===== config.mk =====
export PLATFORM = sky130hd
export DESIGN_NAME = alu
export DESIGN_NICKNAME = d
export VERILOG_FILES = /design/src/rtl/alu_pkg.sv /design/src/rtl/alu_adder.sv /design/src/rtl/alu.sv
export SDC_FILE = /design/constraint.sdc
export NUM_CORES = 1
export LEC_CHECK = 0
export BUFFER_PORTS_ARGS = -buffer_cell sky130_fd_sc_hd__buf_4
export CAP_MARGIN = 20
export CORE_ASPECT_RATIO = 2
export CORE_MARGIN = 2
export CORE_UTILIZATION = 30
export CTS_BUF_LIST = sky130_fd_sc_hd__clkbuf_8
export DETAILED_ROUTE_END_ITERATION = 8
export HOLD_SLACK_MARGIN = 0.06
export PLACE_DENSITY_LB_ADDON = 0.12
export SYNTH_ARGS = -nofsm -noshare
export SYNTH_HDL_FRONTEND = slang
export SYNTH_SLANG_ARGS = --single-unit

===== constraint.sdc =====
create_clock -name clock -period 0.8 [get_ports clock]
set_input_delay 0.2 -clock clock [delete_from_list [all_inputs] [get_ports clock]]
set_output_delay 0.2 -clock clock [all_outputs]
set_load 0.05 [all_outputs]

===== src/rtl/alu_pkg.sv =====
// alu_pkg: opcode encodings and fixed datapath widths shared by the ALU files.
package alu_pkg;

    localparam int unsigned DATA_W  = 32;
    localparam int unsigned SHAMT_W = 5;
    localparam int unsigned OP_W    = 5;

    typedef enum logic [OP_W-1:0] {
        OP_ADD = 5'b00000,
        OP_SUB = 5'b00001,
        OP_AND = 5'b00010,
        OP_OR  = 5'b00011,
        OP_SLL = 5'b00100,
        OP_SRA = 5'b00101
    } alu_op_e;

endpackage : alu_pkg


===== src/rtl/alu_adder.sv =====
// alu_adder: 32-bit two's-complement adder with carry-in.
// The overflow output compares the sign of the operand actually fed on b,
// so a subtract (b = ~B, cin = 1) gets the correct subtract-overflow rule.
module alu_adder
    import alu_pkg::*;
(
    input  logic [DATA_W-1:0] a,
    input  logic [DATA_W-1:0] b,
    input  logic              cin,
    output logic [DATA_W-1:0] sum,
    output logic              ovf
);

    // Modulo-2^32 sum; the carry-out is intentionally dropped.
    always_comb begin
        sum = a + b + {{(DATA_W-1){1'b0}}, cin};
        ovf = (a[DATA_W-1] == b[DATA_W-1]) && (sum[DATA_W-1] != a[DATA_W-1]);
    end

endmodule : alu_adder


===== src/rtl/alu.sv =====
// alu: single-cycle ALU with one output register stage.
// Optional shifter enabled by defining ALU_SHIFT_EN; without it the shift
// opcodes return zero and ctrl_shiftamt is ignored.
module alu
    import alu_pkg::*;
(
    input  logic               clock,
    input  logic               reset_n,
    input  logic [DATA_W-1:0]  data_operandA,
    input  logic [DATA_W-1:0]  data_operandB,
    input  logic [OP_W-1:0]    ctrl_ALUopcode,
    input  logic [SHAMT_W-1:0] ctrl_shiftamt,
    output logic [DATA_W-1:0]  data_result,
    output logic               isNotEqual,
    output logic               isLessThan,
    output logic               overflow
);

    logic [DATA_W-1:0] addsub_b_s;
    logic              addsub_cin_s;
    logic [DATA_W-1:0] addsub_sum_s;
    logic              addsub_ovf_s;
    logic [DATA_W-1:0] cmp_diff_s;
    logic              cmp_ovf_s;
    logic [DATA_W-1:0] shift_res_s;

    logic [DATA_W-1:0] result_d, result_q;
    logic              ne_d, ne_q;
    logic              lt_d, lt_q;
    logic              ovf_d, ovf_q;

    // ADD and SUB share this adder: SUB feeds ~B with carry-in 1.
    always_comb begin
        if (ctrl_ALUopcode == OP_SUB) begin
            addsub_b_s   = ~data_operandB;
            addsub_cin_s = 1'b1;
        end else begin
            addsub_b_s   = data_operandB;
            addsub_cin_s = 1'b0;
        end
    end

    alu_adder u_addsub (
        .a   (data_operandA),
        .b   (addsub_b_s),
        .cin (addsub_cin_s),
        .sum (addsub_sum_s),
        .ovf (addsub_ovf_s)
    );

    // Compare flags need A-B on every opcode, so a second instance always subtracts.
    alu_adder u_cmp (
        .a   (data_operandA),
        .b   (~data_operandB),
        .cin (1'b1),
        .sum (cmp_diff_s),
        .ovf (cmp_ovf_s)
    );

`ifdef ALU_SHIFT_EN
    // Barrel shifter: logical left with zero fill, arithmetic right with sign fill.
    always_comb begin
        if (ctrl_ALUopcode == OP_SLL) begin
            shift_res_s = data_operandA << ctrl_shiftamt;
        end else if (ctrl_ALUopcode == OP_SRA) begin
            shift_res_s = $unsigned($signed(data_operandA) >>> ctrl_shiftamt);
        end else begin
            shift_res_s = {DATA_W{1'b0}};
        end
    end
`else
    logic unused_shamt_s;
    // No shifter built; the shift amount is deliberately left unused.
    always_comb begin
        unused_shamt_s = ^ctrl_shiftamt;
        shift_res_s    = {DATA_W{1'b0}};
    end
`endif

    // Result mux and flag computation feeding the output register.
    always_comb begin
        result_d = {DATA_W{1'b0}};
        ovf_d    = 1'b0;
        ne_d     = (data_operandA != data_operandB);
        lt_d     = cmp_diff_s[DATA_W-1] ^ cmp_ovf_s;
        case (ctrl_ALUopcode)
            OP_ADD: begin
                result_d = addsub_sum_s;
                ovf_d    = addsub_ovf_s;
            end
            OP_SUB: begin
                result_d = addsub_sum_s;
                ovf_d    = addsub_ovf_s;
            end
            OP_AND:  result_d = data_operandA & data_operandB;
            OP_OR:   result_d = data_operandA | data_operandB;
            OP_SLL:  result_d = shift_res_s;
            OP_SRA:  result_d = shift_res_s;
            default: result_d = {DATA_W{1'b0}};
        endcase
    end

    // Output register; reset clears everything asynchronously.
    always_ff @(posedge clock or negedge reset_n) begin
        if (!reset_n) begin
            result_q <= {DATA_W{1'b0}};
            ne_q     <= 1'b0;
            lt_q     <= 1'b0;
            ovf_q    <= 1'b0;
        end else begin
            result_q <= result_d;
            ne_q     <= ne_d;
            lt_q     <= lt_d;
            ovf_q    <= ovf_d;
        end
    end

    assign data_result = result_q;
    assign isNotEqual  = ne_q;
    assign isLessThan  = lt_q;
    assign overflow    = ovf_q;

endmodule : alu


==> impl_metrics.tcl <==
set metrics [dict create \
    ys_warn_count 0 \
    seq_area_sq_um 876 \
    final_core_utilization_pct 49.2 \
    avgSynthCellArea_sq_um 8.15 \
    dp_slack_ps -2350 \
    fin_crit_ps 2770 \
    synth-edff-count 0 \
    finalHoldViolCount 0 \
    crit_path_end_kind "register" \
    dp_hpwl_um 15500 \
    synth_cells 652 \
    yosys.cell_types.count 47 \
    grt_max_degree 48 \
    path_class "input port to register" \
    grt_use_met3_pct 1.42 \
    clk_pin_slew_ps 80 \
    layout.nets 1149 \
    cp.arrival_ps 2990 \
    final-max-slew-violation-count 0 \
    avgViaCountPerCell 4.88 \
    wl_um 18500 \
    fin_area_sq_um 8490 \
    worstSetupStartpointType "input port" \
    htreeDepth 2 \
    route.antenna.remaining_nets 0 \
    diodes 0 \
    clockBufferDepth 2 \
    die_width_um 98.1 \
    tightest_slew_ps 515 \
    syn-num-nets 859 \
    core_sq_um 17300 \
    area_growth_pct 59.8 \
    setup_violations 70 \
    finalCritPeriodShare_pct 346 \
    netSwitchingPower_mw 3.44 \
    drc 0 \
    worst_slack_ps -1970 \
    cts_tree "built" \
    fillerInstances 1688 \
    drt_pass1_iterations 4 \
    cts_sinks 35 \
    violations "negative setup slack" \
    ys_top_cells_by_area "ha_1, dfrtp_1, xnor2_1, inv_1, mux2i_1" \
    crit_required_ps 1020 \
    pin_count 111 \
    ys.flop_type "dfrtp_1" \
    grt_overflow 0 \
    drv_cap 0 \
    io_buffers 105 \
    grt_use_met2_pct 42.4 \
    drt-initial-drc-count 167 \
    grt.busiest_layer "met2" \
    synth_largest_area_cell "ha_1" \
    cts-root-buf "clkbuf_8" \
    vias 5624 \
    switching_share_pct 40.3 \
    drive_gt1_share_pct 40.2 \
    routedWlPerCell_um 16.0 \
    grt_use_met1_pct 17.3 \
    slew_headroom_pct 64.8 \
    path_max_fanout 13 \
    start_util_pct 30.8 \
    ys_seq_area_share_pct 16.5 \
    cts_buffers 5 \
    setup_tns_ps -66250 \
    pwr-share-clk_pct 19.0 \
    status "finished with violations" \
    gp_congestion 0.878 \
    dpl_cell_area_sq_um 7890 \
    grt_antenna_before_repair 0 \
    yosys-top-cells-count "ha_1, inv_1, xnor2_1, a21oi_1, nand2_1" \
    irDropWorstVdd_uv 653 \
    grt_pass1_vias 6103 \
    power.leakage_nw 4.47 \
    die_area_sq_um 18900 \
    yosysTopAreaCellShare_pct 30.6 \
    synthArstFlopShare_pct 100 \
    grt_first_pass_wirelength_um 29500 \
    max_freq_ghz 0.361 \
    worstHoldPathType "input port to register" \
    multi_input_area_sq_um 4370 \
    die_y_um 192 \
    fp-row-count 68 \
    synth_area_sq_um 5320 \
    powerDensity_nw_per_um2 1010 \
    p_seq_share_pct 22.1 \
    grt_use_total_pct 19.9 \
    ys_ff_latch 35 \
    p_int_mw 5.10 \
    synth.most_common_cell "ha_1" \
    rsz0062_at_grt "true" \
    pwr-share-comb_pct 58.9 \
]
[worst max-delay path, cell delays in order]
cell and delay, ps:
buf_4 120, nor4_4 340, nand2_2 150, buf_12 190, buf_4 160, xnor2_2 120, ha_1 340, a21o_1 200
a31oi_4 210, nor3_1 70, a31oi_1 240, a211oi_2 120, or3_1 310, a31o_1 210
[logic make-up after synthesis]
kind of cell / count (synthesis) / share of synthesized area (%)
compound gates: 165 / 19.6
fa+ha+maj: 131 / 31.0
simple gates: 124 / 11.3
buf+inv: 120 / 8.47
xor+xnor: 55 / 9.06
flops: 35 / 16.5
mux: 22 / 4.14
[final cells by class]
class | count | area share (%)
multi-input cells | 497 | 51.5
repair buffers | 301 | 29.2
flip-flops and latches | 35 | 10.3
inverters | 102 | 4.74
well taps | 210 | 3.09
clock buffers | 7 | 1.13
clock inverters | 1 | 0.0442
[cell usage in the layout, fill, tap and decap left out, types with 4 or more instances in the layout]
| cell type | n |
|---|---|
| nand3_1 | 9 |
| dfrtp_1 | 35 |
| buf_12 | 4 |
| nor4_1 | 4 |
| ha_1 | 122 |
| nor3_1 | 5 |
| xnor2_2 | 11 |
| a31oi_1 | 4 |
| a21oi_1 | 32 |
| xnor2_1 | 37 |
| o22ai_1 | 26 |
| o21bai_1 | 10 |
| or3_1 | 4 |
| buf_6 | 42 |
| a21oi_2 | 10 |
| inv_1 | 96 |
| nor2_1 | 26 |
| nand2_1 | 36 |
| a21o_1 | 13 |
| o21ai_2 | 6 |
| buf_4 | 253 |
| o21ai_0 | 19 |
| clkbuf_8 | 7 |
| xor2_1 | 5 |
| mux2i_1 | 22 |
| nand2b_1 | 4 |
| o21ai_1 | 13 |
| nand4_1 | 10 |
| ha_4 | 6 |
[metal layers]
metal	share of wire, %	vias to the layer above	wire length [um]
met1	32	2658	5930
met2	60	105	11200
met5	0	-	0
met3	2.4	49	452
li1	-	2812	-
met4	5.0	0	919
[timing repair]
| action | in CTS | in global routing |
|---|---|---|
| gates resized for setup | 74 | 24 |
| setup buffers | 6 | 2 |
| endpoints found under the setup margin | 70 | 70 |
| pin swaps | 14 | 10 |
| hold endpoints to repair | 35 | 0 |
| hold buffers | 1 | 0 |
[through the flow]
stage / cells / hold slack [ps] / power [mW]
floorplan: 652 / -95.6 / 4.35
global placement: 1137 / 170 / 6.53
detailed placement: 1137 / 177 / 6.60
CTS: 1151 / 262 / 8.57
global route: 1153 / 299 / 9.11
finish: 1153 / 283 / 8.54
[registers in the layout, summed over array words and instances, names as in the netlist]
register     flops
isLessThan       1
isNotEqual       1
overflow         1
data_result     32
[power groups by stage]
| stage | Clock, mW | Combinational [mW] | Sequential [mW] |
|---|---|---|---|
| after global routing | 1.72 | 5.49 | 1.90 |
| after global placement | 0 | 4.62 | 1.91 |
| after detailed placement | 0 | 4.69 | 1.91 |
| after floorplan | 0 | 2.15 | 2.20 |
| final | 1.62 | 5.03 | 1.89 |
| after CTS | 1.71 | 4.97 | 1.89 |
[final timing paths]
check | startpoint | end | depth (start not counted)
setup / recovery | ctrl_ALUopcode[2] | data_result[25] | 14
hold / removal | ctrl_ALUopcode[1] | data_result[27] | 4
max in group asynchronous | reset_n | data_result[1] | 3
min in group asynchronous | reset_n | data_result[19] | 3
Note: power is estimated with default switching activity, not from simulation.
